`config.mk`:
```
export PLATFORM = sky130hd
export DESIGN_NAME = adder_nibble_sequencer_flat
export DESIGN_NICKNAME = d
export VERILOG_FILES = /design/src/rtl/adder_seq_pkg.sv /design/src/rtl/adder_nibble_sequencer_if.sv /design/src/rtl/nibble_shift_reg.sv /design/src/rtl/adder_nibble_sequencer.sv /design/src/flat_wrapper.sv
export SDC_FILE = /design/constraint.sdc
export NUM_CORES = 1
export LEC_CHECK = 0
export CAP_MARGIN = 20
export CELL_PAD_IN_SITES_DETAIL_PLACEMENT = 1
export CELL_PAD_IN_SITES_GLOBAL_PLACEMENT = 2
export CORE_MARGIN = 4
export CORE_UTILIZATION = 28
export DETAILED_ROUTE_END_ITERATION = 10
export GPL_ROUTABILITY_DRIVEN = 0
export GPL_TIMING_DRIVEN = 0
export PLACE_DENSITY = 0.83
export SYNTH_ARGS = -nofsm -noshare
export SYNTH_HDL_FRONTEND = slang
export SYNTH_SLANG_ARGS = --single-unit
```
`constraint.sdc`:
```
create_clock -name clk -period 1.25 [get_ports clk]
set_clock_uncertainty 0.05 [all_clocks]
set_input_delay 0.125 -clock clk [delete_from_list [all_inputs] [get_ports clk]]
set_output_delay 0.125 -clock clk [all_outputs]
set_load 0.1 [all_outputs]
```
`src/rtl/adder_seq_pkg.sv`:
```
// Shared types and constants for the nibble-serial adder sequencer.
package adder_seq_pkg;

    localparam int NIBBLE_W = 4;

    typedef enum logic [1:0] {
        ST_IDLE = 2'd0,
        ST_RUN  = 2'd1,
        ST_DONE = 2'd2
    } state_t;

    function automatic int nib_count(input int width);
        return width / NIBBLE_W;
    endfunction

    // Two's-complement overflow of the top nibble: carry into MSB xor carry out of MSB.
    function automatic logic signed_ovf(input logic msb_a, input logic msb_b,
                                        input logic msb_sum, input logic cout);
        return (msb_a ^ msb_b ^ msb_sum) ^ cout;
    endfunction

endpackage

```
`src/rtl/adder_nibble_sequencer_if.sv`:
```
// Operand/result handshake bundle of the nibble-serial adder.
// Carries out_ovf only when ADDER_SEQ_OVERFLOW_EN is defined.
interface adder_nibble_sequencer_if #(
    parameter int WIDTH = 16
);
    logic             in_valid;
    logic             in_ready;
    logic [WIDTH-1:0] in_a;
    logic [WIDTH-1:0] in_b;
    logic             in_cin;
    logic             out_valid;
    logic             out_ready;
    logic [WIDTH-1:0] out_sum;
    logic             out_cout;
`ifdef ADDER_SEQ_OVERFLOW_EN
    logic             out_ovf;
`endif

    modport slave (
        input  in_valid, in_a, in_b, in_cin, out_ready,
`ifdef ADDER_SEQ_OVERFLOW_EN
        output out_ovf,
`endif
        output in_ready, out_valid, out_sum, out_cout
    );

    modport master (
        output in_valid, in_a, in_b, in_cin, out_ready,
`ifdef ADDER_SEQ_OVERFLOW_EN
        input  out_ovf,
`endif
        input  in_ready, out_valid, out_sum, out_cout
    );
endinterface

```
`src/rtl/nibble_shift_reg.sv`:
```
// WIDTH-bit register with parallel load and a 4-bit right shift that inserts shift_in at the top.
module nibble_shift_reg
    import adder_seq_pkg::*;
#(
    parameter int WIDTH = 16
) (
    input  logic                clk,
    input  logic                rst_n,
    input  logic                load,
    input  logic [WIDTH-1:0]    load_val,
    input  logic                shift,
    input  logic [NIBBLE_W-1:0] shift_in,
    output logic [WIDTH-1:0]    q,
    output logic [WIDTH-1:0]    shifted
);

    logic [WIDTH-1:0] q_r;

    if (WIDTH == NIBBLE_W) begin : g_single
        assign shifted = shift_in;
    end else begin : g_multi
        assign shifted = {shift_in, q_r[WIDTH-1:NIBBLE_W]};
    end

    // Load takes priority over shift; otherwise hold.
    always_ff @(posedge clk or negedge rst_n) begin
        if (!rst_n) begin
            q_r <= {WIDTH{1'b0}};
        end else if (load) begin
            q_r <= load_val;
        end else if (shift) begin
            q_r <= shifted;
        end else begin
            q_r <= q_r;
        end
    end

    assign q = q_r;

endmodule

```
`src/rtl/adder_nibble_sequencer.sv`:
```
// Multi-cycle WIDTH-bit adder driving one external 4-bit adder slice, LSB nibble first.
// Optional signed-overflow output enabled by ADDER_SEQ_OVERFLOW_EN.
module adder_nibble_sequencer
    import adder_seq_pkg::*;
#(
    parameter int WIDTH = 16
) (
    input  logic                      clk,
    input  logic                      rst_n,
    adder_nibble_sequencer_if.slave   bus,
    output logic [NIBBLE_W-1:0]       add_a,
    output logic [NIBBLE_W-1:0]       add_b,
    output logic                      add_cin,
    input  logic [NIBBLE_W-1:0]       add_sum,
    input  logic                      add_cout
);

    localparam int NIB   = nib_count(WIDTH);
    localparam int CNT_W = (NIB > 1) ? $clog2(NIB) : 1;
    localparam logic [CNT_W-1:0] CNT_LAST = CNT_W'(NIB - 1);

    if (((WIDTH % 4) != 0) || (WIDTH < 4)) begin : g_bad_width
        $error("adder_nibble_sequencer: WIDTH must be a multiple of 4 and >= 4");
    end

    state_t           state_r;
    logic [CNT_W-1:0] cnt_r;
    logic             carry_r;
    logic             in_ready_r;
    logic             out_valid_r;
    logic [WIDTH-1:0] out_sum_r;
    logic             out_cout_r;
`ifdef ADDER_SEQ_OVERFLOW_EN
    logic             out_ovf_r;
`endif

    logic             load_s;
    logic             shift_s;
    logic [WIDTH-1:0] a_q_s, a_nxt_s;
    logic [WIDTH-1:0] b_q_s, b_nxt_s;
    logic [WIDTH-1:0] sum_q_s, sum_nxt_s;
    logic             unused_s;

    // Operand capture in IDLE, nibble shifting while RUN.
    always_comb begin
        load_s  = 1'b0;
        shift_s = 1'b0;
        if (state_r == ST_IDLE) begin
            load_s = bus.in_valid & in_ready_r;
        end else if (state_r == ST_RUN) begin
            shift_s = 1'b1;
        end else begin
            load_s  = 1'b0;
            shift_s = 1'b0;
        end
    end

    nibble_shift_reg #(.WIDTH(WIDTH)) u_a_reg (
        .clk(clk), .rst_n(rst_n), .load(load_s), .load_val(bus.in_a),
        .shift(shift_s), .shift_in(4'h0), .q(a_q_s), .shifted(a_nxt_s)
    );

    nibble_shift_reg #(.WIDTH(WIDTH)) u_b_reg (
        .clk(clk), .rst_n(rst_n), .load(load_s), .load_val(bus.in_b),
        .shift(shift_s), .shift_in(4'h0), .q(b_q_s), .shifted(b_nxt_s)
    );

    nibble_shift_reg #(.WIDTH(WIDTH)) u_sum_reg (
        .clk(clk), .rst_n(rst_n), .load(load_s), .load_val({WIDTH{1'b0}}),
        .shift(shift_s), .shift_in(add_sum), .q(sum_q_s), .shifted(sum_nxt_s)
    );

    // FSM with registered handshake, carry chain and result capture.
    always_ff @(posedge clk or negedge rst_n) begin
        if (!rst_n) begin
            state_r     <= ST_IDLE;
            cnt_r       <= {CNT_W{1'b0}};
            carry_r     <= 1'b0;
            in_ready_r  <= 1'b1;
            out_valid_r <= 1'b0;
            out_sum_r   <= {WIDTH{1'b0}};
            out_cout_r  <= 1'b0;
`ifdef ADDER_SEQ_OVERFLOW_EN
            out_ovf_r   <= 1'b0;
`endif
        end else begin
            case (state_r)
                ST_IDLE: begin
                    if (load_s) begin
                        carry_r    <= bus.in_cin;
                        cnt_r      <= {CNT_W{1'b0}};
                        in_ready_r <= 1'b0;
                        state_r    <= ST_RUN;
                    end
                end
                ST_RUN: begin
                    cnt_r <= cnt_r + CNT_W'(1);
                    if (cnt_r == CNT_LAST) begin
                        // Final carry goes to out_cout; the slice's cin returns to 0.
                        carry_r     <= 1'b0;
                        out_valid_r <= 1'b1;
                        out_sum_r   <= sum_nxt_s;
                        out_cout_r  <= add_cout;
`ifdef ADDER_SEQ_OVERFLOW_EN
                        out_ovf_r   <= signed_ovf(a_q_s[3], b_q_s[3], add_sum[3], add_cout);
`endif
                        state_r     <= ST_DONE;
                    end else begin
                        carry_r <= add_cout;
                    end
                end
                ST_DONE: begin
                    if (bus.out_ready) begin
                        out_valid_r <= 1'b0;
                        out_sum_r   <= {WIDTH{1'b0}};
                        out_cout_r  <= 1'b0;
`ifdef ADDER_SEQ_OVERFLOW_EN
                        out_ovf_r   <= 1'b0;
`endif
                        in_ready_r  <= 1'b1;
                        state_r     <= ST_IDLE;
                    end
                end
                default: begin
                    carry_r     <= 1'b0;
                    in_ready_r  <= 1'b1;
                    out_valid_r <= 1'b0;
                    state_r     <= ST_IDLE;
                end
            endcase
        end
    end

    // Operand registers drain to zero after NIB shifts, so add_a/add_b are 0 outside RUN.
    assign add_a   = a_q_s[3:0];
    assign add_b   = b_q_s[3:0];
    assign add_cin = carry_r;

    assign bus.in_ready  = in_ready_r;
    assign bus.out_valid = out_valid_r;
    assign bus.out_sum   = out_sum_r;
    assign bus.out_cout  = out_cout_r;
`ifdef ADDER_SEQ_OVERFLOW_EN
    assign bus.out_ovf   = out_ovf_r;
`endif

    assign unused_s = ^{a_q_s, b_q_s, a_nxt_s, b_nxt_s, sum_q_s};

endmodule

```
`src/flat_wrapper.sv`:
```
// flat-port wrapper written by rule: the top's interface ports become plain ports
module adder_nibble_sequencer_flat import adder_seq_pkg::*;
#(
    parameter int WIDTH = 16
)
  (clk, rst_n, add_a, add_b, add_cin, add_sum, add_cout, bus_in_valid, bus_in_a, bus_in_b, bus_in_cin, bus_out_ready, bus_in_ready, bus_out_valid, bus_out_sum, bus_out_cout);
  adder_nibble_sequencer_if #(.WIDTH(WIDTH)) bus_i ();
  input  logic clk;
  input  logic rst_n;
  output logic [NIBBLE_W-1:0] add_a;
  output logic [NIBBLE_W-1:0] add_b;
  output logic add_cin;
  input  logic [NIBBLE_W-1:0] add_sum;
  input  logic add_cout;
  input wire logic [$bits(bus_i.in_valid)-1:0] bus_in_valid;
  input wire logic [$bits(bus_i.in_a)-1:0] bus_in_a;
  input wire logic [$bits(bus_i.in_b)-1:0] bus_in_b;
  input wire logic [$bits(bus_i.in_cin)-1:0] bus_in_cin;
  input wire logic [$bits(bus_i.out_ready)-1:0] bus_out_ready;
  output wire logic [$bits(bus_i.in_ready)-1:0] bus_in_ready;
  output wire logic [$bits(bus_i.out_valid)-1:0] bus_out_valid;
  output wire logic [$bits(bus_i.out_sum)-1:0] bus_out_sum;
  output wire logic [$bits(bus_i.out_cout)-1:0] bus_out_cout;
  assign bus_i.in_valid = bus_in_valid;
  assign bus_i.in_a = bus_in_a;
  assign bus_i.in_b = bus_in_b;
  assign bus_i.in_cin = bus_in_cin;
  assign bus_i.out_ready = bus_out_ready;
  assign bus_in_ready = bus_i.in_ready;
  assign bus_out_valid = bus_i.out_valid;
  assign bus_out_sum = bus_i.out_sum;
  assign bus_out_cout = bus_i.out_cout;
  adder_nibble_sequencer #(.WIDTH(WIDTH)) u_core (.clk(clk), .rst_n(rst_n), .bus(bus_i), .add_a(add_a), .add_b(add_b), .add_cin(add_cin), .add_sum(add_sum), .add_cout(add_cout));
endmodule
```
==> results.tsv, run 1 <==
stage	metric	value	unit
synth	Syn Nets	294	
run_status	failing checks	negative setup slack	
sta	setup_tns	-14.12	ns
synth	number of enable flip-flop cells after synthesis	0	
sta	RSZ-0062 raised after global routing	true	
synth	asr flop ratio synth	100	%
place	Port Buf Inserts	69	
global_route	GRT overflow	0	
synth	dominant cell type by area after synthesis	dfrtp_1	
sta	final worst setup slack	-0.298	ns
cts	Num CTS Buffers	9	
die	Core ar.	9910	sq um
die	initial core utilization	29.2	%
sta	FMAX	646	MHz
drt	Total Wirelength	8.64	mm
cts	Root Buffer	clkbuf_8	
synth	top cells by area, synth	dfrtp_1 (58%), a22o_1 (9.7%), a21o_1 (6.2%), nand2_1 (6.0%), o21ai_0 (3.8%)	
worst_hold_path	Hold Path Class	input pin to async pin	
critical_path	Crit. End Element	flip-flop	
power	power per cell area	2520	nW/um^2
die	die area	12000	sq um
cts	clock tree buffer depth	2	
place	pre-CTS WS	-0.685	ns
cts	CTS clk-pin slew, worst paths	0.08	ns
synth	gate count of the mapped netlist	251	
drt	Post-DRT Antenna Nets	0	
layout	Final #Nets	399	
synth	Cell Area, Synth	2890	sq um
sta	setup violators final	65	
layout	share of cells above drive strength 1	32.1	%
cts	worst-skew pair later-pin latency	0.35	ns
sta	Slew Limit Headroom	57.9	%
layout	fill count	1080	
layout	diode count	0	
drt	Vias	2383	
drt	DR iter-0 viols	65	
place	dpl hpwl	5.51	mm
synth	Avg Cell Area, Syn	11.5	sq um
critical_path	top fanout value on the critical path	5	
cts	Sink Count	68	
sta	Fin. Hold Viols	0	
power	peak supply drop	1.68	mV
critical_path	Worst Path Arrival	1.74	ns
sta	Final Critical Period	1.55	ns
synth	sequential cell area fraction in the yosys report	58.9	%
critical_path	Worst setup SP type	flip-flop	
die	Rows	36	
drt	First-pass DRT Iterations	4	
synth	Unique masters post-synth	30	
cts	H-tree levels	3	
cts	CTS tree	yes	
drt	vias per cell	4.82	
die	I/O Pins	70	
synth	Most used DFF post-synth	dfrtp_1	
global_route	global-route wire length before repair	13.8	mm
drt	DRC viols	0	
global_route	initial antenna violation count	0	
critical_path	Setup CP Type	flip-flop to flip-flop	
die	die height	110	um
global_route	pin count of the biggest net entering global routing	69	
critical_path	Critical Path RT	1.44	ns
run_status	status	finished with violations	
sta	Least-Margin Pin Slew	0.632	ns
global_route	vias in the first global route	2578	
synth	YS warnings	0	
layout	area growth from synthesis to layout	51.6	%
job	max-cap check violation count	0	
drt	routed wire length per instance	17.5	um
sta	Tcrit/Tclk final	124	%
power	leak pwr	2.20	nW
power	total power	0.0110	W
synth	top-area cell type share of the netlist area	58.0	%
global_route	gr usage total	15.3	%
sta	max-slew violation count	0	
synth	Synth Register Bits	68	
die	die width	110	um
synth_stat cells (2+ instances only):
library cell	n
dfrtp_1	67
nand2_1	46
a22o_1	32
a21o_1	24
o21ai_0	22
buf_6	7
nor2_1	7
a21oi_1	6
buf_2	6
a32o_1	5
buf_4	5
o22ai_1	5
nand3b_1	2
critical path, stage by stage, from the launching register on:
cell	delay, ns
dfstp_4	0.63
and4bb_2	0.27
buf_6	0.14
nor2_4	0.06
buf_6	0.13
a21o_1	0.17
metrics by stage:
step	hold slack, ns	cells	utilization (%)	instance area [sq um]
4_1_cts	0.282	489	42.6	4220
5_1_grt	0.303	494	44.2	4380
6_report	0.286	494	44.2	4380
3_3_place_gp	0.408	453	38.3	3790
2_1_floorplan	-0.221	251	-	2940
3_5_place_dp	0.246	453	38.3	3790
per-layer routing:
layer | wire (um) | track usage, % | vias up | share of wire (%)
li1 | - | - | 1114 | -
met2 | 4280 | 25.2 | 44 | 50
met4 | 119 | 4.81 | 0 | 1.4
met5 | 0 | 0 | - | 0
met1 | 3950 | 19.9 | 1216 | 46
met3 | 288 | 3.70 | 9 | 3.3
kinds of logic after synthesis:
logic type               count (synthesis)  synth area share, %
flip-flops                              68                 58.9
multiplexers                             1                0.390
adder cells (fa/ha/maj)                  1                0.433
buffers and inverters                   21                 5.50
AND/OR/NAND/NOR                         62                 10.1
AO/OA/AOI/OAI                           98                 24.7
report_power, final:
group	internal, W	switching, W
Clock	0.00144	0.000894
Sequential	0.00297	0.000507
Combinational	0.00177	0.00345
Total	0.00618	0.00485
placed cells by master (no fill, tap or decap), drive strengths merged, types with 6 or more instances in the layout:
| cell type | count |
|---|---|
| a22o | 32 |
| clkdlybuf4s50 | 40 |
| o21ai | 22 |
| a21o | 24 |
| nor2 | 9 |
| buf | 72 |
| clkbuf | 11 |
| nand2 | 46 |
| a21oi | 6 |
| dfrtp | 67 |
flip-flops by register name (all words and copies together), names as in the netlist:
register / count
u_core.bus.in_ready: 1
u_core.bus.out_cout: 1
u_core.u_sum_reg.q: 12
u_core.cnt_r: 2
u_core.u_a_reg.q: 16
u_core.add_cin: 1
u_core.u_b_reg.q: 16
u_core.bus.out_sum: 16
u_core.state_r: 2
u_core.bus.out_valid: 1
what timing repair did:
| action | 4_1_cts | 5_1_grt |
|---|---|---|
| pin swaps | 3 | 20 |
| setup endpoints to repair | 94 | 77 |
| hold endpoints to repair | 67 | 0 |
| buffers inserted | 17 | 4 |
| cloned | 4 | 1 |
| resized for setup | 189 | 33 |
| hold buffers | 1 | 0 |
cell type report:
type	count	area, sq um	area share [%]
repair buffers	95	917	20.9
well taps	133	166	3.80
plain buffers	18	186	4.25
clock inverters	5	108	2.46
inverters	1	3.75	0.0857
multi-input cells	163	1140	25.9
clock buffers	11	151	3.46
flip-flops and latches	68	1710	39.1
worst paths after layout:
kind / from / to / slack, ns / depth (start not counted)
setup / recovery: u_core.bus.in_ready / u_core.u_a_reg.q[9] / -0.30 / 5
hold / removal: rst_n / u_core.u_a_reg.q[3] / 0.29 / 2
setup reg to reg: u_core.bus.in_ready / u_core.u_a_reg.q[9] / -0.30 / 5
hold reg to reg: u_core.u_a_reg.q[3] / u_core.u_a_reg.q[3] / 0.43 / 1
max in group asynchronous: rst_n / u_core.bus.out_sum[14] / 0.38 / 2
min in group clk: bus_in_b[14] / u_core.u_b_reg.q[14] / 0.29 / 3
(Power assumes the default switching activity.)
==> inputs of run 2 (changes only) <==
Settings changed: PLACE_DENSITY 0.83 to default, PLACE_DENSITY_LB_ADDON from default to 0.3.
==> run 2 against run 1 <==
Effect of this change: the flow still finishes with violations (negative setup slack); final cell count grew 0.40%; combinational power is essentially flat; utilization grew 0.59 points; worst setup slack lost 0.043 ns; critical path depth grew 1; sequential power is essentially flat; total power shrank 0.59%; worst hold slack lost 0.013 ns; largest cell class unchanged.
==> results.tsv, run 2 (synthesis results as in run 1) <==
stage	metric	value	unit
critical_path	top fanout value on the critical path	6	
drt	DR iter-0 viols	80	
die	Rows	36	
layout	share of cells above drive strength 1	34.2	%
critical_path	Worst setup SP type	flip-flop	
sta	Least-Margin Pin Slew	0.364	ns
critical_path	CP bufs+invs	3	
layout	Final #Nets	401	
cts	H-tree levels	3	
global_route	global-route wire length before repair	13.7	mm
sta	Tcrit/Tclk final	127	%
place	Port Buf Inserts	69	
global_route	GRT overflow	0	
sta	RSZ-0062 raised after global routing	true	
critical_path	cell breakdown of the critical path	and4bb_1 > buf_6 > buf_12 > clkbuf_16 > a22o_1 > a21o_1	
drt	Vias	2344	
drt	DRC viols	0	
power	peak supply drop	1.34	mV
worst_hold_path	Hold Path Class	input pin to async pin	
drt	vias per cell	4.73	
sta	Final Critical Period	1.59	ns
die	initial core utilization	29.2	%
critical_path	reg2reg start	u_core.bus.in_ready	
power	power per cell area	2470	nW/um^2
cts	Root Buffer	clkbuf_8	
place	dpl hpwl	5.34	mm
sta	FMAX	628	MHz
global_route	vias in the first global route	2584	
critical_path	Crit-path slowest cell	dfstp_4	
job	max-cap check violation count	0	
sta	max-slew violation count	0	
die	die width	110	um
cts	clock tree buffer depth	2	
power	Sequential Power Share	31.6	%
power	combinational power share	47.7	%
critical_path	Reg2Reg Capture Point	u_core.u_b_reg.q[4]	
drt	Post-DRT Antenna Nets	0	
sta	setup_tns	-13.79	ns
critical_path	CP peak stage delay	0.47	ns
critical_path	Reg2Reg Setup Slack	-0.34	ns
cts	Sink Count	68	
power	leak pwr	2.25	nW
power	clock share of power	20.7	%
cts	worst-skew pair later-pin latency	0.34	ns
sta	Slew Limit Headroom	75.7	%
critical_path	Worst Path Arrival	1.78	ns
layout	area growth from synthesis to layout	53.6	%
sta	setup violators final	67	
power	Internal Power	0.00611	W
die	die area	12000	sq um
layout	diode count	0	
drt	First-pass DRT Iterations	4	
run_status	failing checks	negative setup slack	
critical_path	Setup CP Type	flip-flop to flip-flop	
drt	Total Wirelength	8.63	mm
run_status	status	finished with violations	
cts	CTS clk-pin slew, worst paths	0.08	ns
global_route	initial antenna violation count	0	
layout	Post-Route Utilization	44.8	%
global_route	pin count of the biggest net entering global routing	69	
cts	CTS tree	yes	
power	Net Sw Power	0.00486	W
sta	Fin. Hold Viols	0	
critical_path	FF-to-FF path depth	6	
die	I/O Pins	70	
global_route	gr usage total	14.9	%
cts	Num CTS Buffers	9	
critical_path	Crit path max-delay family	flip-flops	
die	Core ar.	9910	sq um
sta	final worst setup slack	-0.341	ns
critical_path	Crit. End Element	flip-flop	
critical_path	Critical Path RT	1.44	ns
power	switching part of the total power	44.3	%
layout	commonest non-fill, non-tap cell in the layout	dfrtp_1	
drt	routed wire length per instance	17.4	um
die	die height	110	um
layout	most frequent cells in the layout	dfrtp_1 (62), nand2_1 (43), buf_4 (42)	
-- run 2: changes by cell type in the layout (fill, tap and decap cells not counted), sizes merged --
cell	change
buf	+1
clkbuf	+1
clkinvlp	+1
nor2	-1
-- run 2: cell type report --
class	instances	area, sq um
fill	1086	5470
sequential	68	1710
multi-input combinational	162	1150
timing repair buffer	99	977
buffer	17	176
tap	133	166
clock buffer	10	138
clock inverter	6	111
inverter	1	3.75
-- run 2: timing repair --
action | CTS | global route
gates resized for setup | 215 | 20
setup endpoints to repair | 94 | 70
hold buffers | 1 | 0
setup buffers | 18 | 5
endpoints found under the hold margin | 67 | 0
pin swaps | 13 | 16
cloned | 5 | 2
-- run 2: metal layers --
metal	GRT usage [%]	routed length (um)
met4	4.81	94
met5	0	0
met2	24.4	4460
met3	3.52	305
met1	19.6	3770
-- run 2: power groups by stage --
stage | registers [W] | logic [W] | clock network (W)
finish | 0.00346 | 0.00523 | 0.00227
floorplan | 0.00548 | 0.00144 | 0
detailed placement | 0.00349 | 0.00473 | 0
global route | 0.00356 | 0.00554 | 0.00244
CTS | 0.00345 | 0.00515 | 0.00233
global placement | 0.00348 | 0.00465 | 0
-- run 2: per-stage QoR --
step / worst slack (ns) / area, sq um / power (W) / cells / hold slack [ns]
floorplan: -0.426 / 2940 / 0.00691 / 251 / -0.221
global placement: -2.73 / 3790 / 0.00813 / 453 / 0.408
detailed placement: -0.687 / 3820 / 0.00823 / 454 / 0.115
CTS: -0.317 / 4360 / 0.0109 / 493 / 0.274
global route: -0.374 / 4440 / 0.0115 / 496 / 0.290
finish: -0.341 / 4440 / 0.0110 / 496 / 0.272
-- run 2: worst max path at each step --
| stage | startpoint | to | cells past startpoint |
|---|---|---|---|
| final | u_core.bus.in_ready | u_core.u_b_reg.q[4] | 6 |
| after global routing | u_core.bus.in_ready | u_core.u_b_reg.q[3] | 6 |
| after CTS | u_core.bus.in_ready | u_core.u_b_reg.q[2] | 6 |
| after detailed placement | u_core.bus.in_ready | bus_in_ready | 1 |
| after global placement | rst_n | u_core.bus.out_valid | 1 |
| after floorplan | u_core.bus.in_ready | u_core.u_b_reg.q[0] | 5 |
-- run 2: worst min-delay path: stages --
cell and delay (ns):
dlygate4sd3_1 0.53, buf_4 0.12, buf_16 0.29
==> inputs of run 3 (changes only) <==
Settings changed: CORE_ASPECT_RATIO from default to 1.2.
==> run 3 against run 2 <==
Effect of this change: flip-flop and latch count is the same; non-clock buffer count shrank 7; first-iteration DRC count shrank 48%; highest routed layer unchanged; die area hardly changed; maximum frequency rose by 5.5%; combinational power down 4%; sequential share of layout area increased by 1.2 points; total power is 1.3% higher; utilization fell by 2.0 points; the flow still finishes with violations (negative setup slack).
==> results.tsv, run 3 (synthesis results as in run 1) <==
stage	metric	value	unit
cts	Num CTS Buffers	9	
cts	clock tree buffer depth	2	
die	Rows	40	
sta	Least-Margin Pin Slew	0.354	ns
layout	fill count	1121	
sta	RSZ-0062 raised after global routing	true	
critical_path	Worst setup SP type	flip-flop	
layout	commonest non-fill, non-tap cell in the layout	dfrtp_1	
cts	Root Buffer	clkbuf_16	
critical_path	Worst Path Arrival	1.68	ns
sta	Slew Limit Headroom	76.4	%
layout	diode count	0	
global_route	initial antenna violation count	0	
critical_path	reg2reg start	u_core.bus.in_ready	
die	Core ar.	10100	sq um
layout	Post-Route Utilization	42.8	%
place	Port Buf Inserts	69	
sta	Final Critical Period	1.51	ns
cts	worst-skew pair later-pin latency	0.33	ns
critical_path	top fanout value on the critical path	8	
run_status	failing checks	negative setup slack	
layout	area growth from synthesis to layout	49.1	%
drt	Total Wirelength	8.44	mm
drt	routed wire length per instance	17.5	um
power	total power	0.0111	W
sta	max-slew violation count	0	
sta	final worst setup slack	-0.259	ns
critical_path	Crit. End Element	flip-flop	
sta	setup violators final	65	
job	max-cap check violation count	0	
worst_hold_path	Hold Path Class	input pin to async pin	
drt	Vias	2376	
global_route	vias in the first global route	2568	
die	die width	101	um
critical_path	Critical Path RT	1.42	ns
die	die height	119	um
layout	share of cells above drive strength 1	28.3	%
cts	H-tree levels	3	
sta	FMAX	663	MHz
cts	Sink Count	68	
die	die area	12000	sq um
power	leak pwr	2.19	nW
layout	post-route cell area	4310	sq um
global_route	GRT overflow	0	
power	peak supply drop	1.42	mV
drt	Post-DRT Antenna Nets	0	
critical_path	Reg2Reg Capture Point	u_core.u_b_reg.q[1]	
global_route	global-route wire length before repair	13.5	mm
drt	DRC viols	0	
die	I/O Pins	70	
layout	Final #Nets	395	
sta	Tcrit/Tclk final	121	%
cts	CTS clk-pin slew, worst paths	0.05	ns
sta	Fin. Hold Viols	0	
global_route	gr usage total	14.6	%
global_route	pin count of the biggest net entering global routing	66	
cts	CTS tree	yes	
power	power per cell area	2580	nW/um^2
drt	vias per cell	4.92	
die	initial core utilization	28.7	%
layout	most frequent cells in the layout	dfrtp_1 (62), nand2_1 (45), buf_4 (44)	
drt	DR iter-0 viols	42	
place	pre-CTS WS	-0.685	ns
place	dpl hpwl	5.46	mm
drt	First-pass DRT Iterations	4	
run_status	status	finished with violations	
place	placed inst area	3810	sq um
critical_path	Setup CP Type	flip-flop to flip-flop	
critical_path	Reg2Reg Setup Slack	-0.26	ns
sta	worst hold slack	0.0906	ns
critical_path	FF-to-FF path depth	5	
[run 3: changes by cell type in the layout (fill, tap and decap cells not counted), sizes merged]
cell      before  now
clkbuf        12   16
clkinv         2    0
nor2           8    9
buf           73   65
clkinvlp       1    2
bufinv         3    1
[run 3: worst max path at each step]
stage,startpoint,end,slack (ns),cells past startpoint
CTS,u_core.bus.in_ready,u_core.u_a_reg.q[7],-0.28,5
global route,u_core.bus.in_ready,u_core.u_a_reg.q[7],-0.33,5
global placement,rst_n,u_core.bus.out_sum[12],-2.74,1
detailed placement,u_core.bus.in_ready,bus_in_ready,-0.69,1
finish,u_core.bus.in_ready,u_core.u_b_reg.q[1],-0.26,5
floorplan,u_core.bus.in_ready,u_core.u_b_reg.q[0],-0.43,5
[run 3: per-layer routing]
layer	routed length [um]	vias up	global-route usage, %
li1	-	1106	-
met4	199	0	6.40
met5	0	-	0
met1	3740	1191	18.9
met2	4030	67	23.4
met3	467	12	2.87
[run 3: area by class of cell]
type / instances / area, sq um / share of cell area, %
timing repair buffer: 91 / 860 / 19.9
tap: 126 / 158 / 3.66
clock buffer: 13 / 260 / 6.04
sequential: 68 / 1710 / 39.8
inverter: 1 / 3.75 / 0.0871
clock inverter: 3 / 45.0 / 1.05
buffer: 18 / 180 / 4.18
multi-input combinational: 163 / 1090 / 25.3
[run 3: what timing repair did]
item / in CTS / in global routing
setup endpoints to repair: 93 / 67
gates cloned: 4 / 1
gates resized for setup: 188 / 8
endpoints found under the hold margin: 67 / 0
pin swaps: 23 / 7
hold buffers: 1 / 0
setup buffers: 14 / 2
[run 3: stage by stage]
stage | TNS [ns] | instances
after CTS | -12.61 | 482
after detailed placement | -31.25 | 447
final | -11.18 | 483
after floorplan | -17.58 | 251
after global routing | -16.06 | 483
after global placement | -198.59 | 446
[run 3: power by group]
part | internal (W) | switching, W
sequential | 0.00298 | 0.000484
combinational | 0.00167 | 0.00337
clock | 0.00165 | 0.000953
[run 3: critical path: stages (launching register included)]
cell and delay, ns:
dfstp_4 0.61, and4bb_1 0.21, buf_6 0.15, nor2_4 0.07, buf_6 0.13, a21o_1 0.17
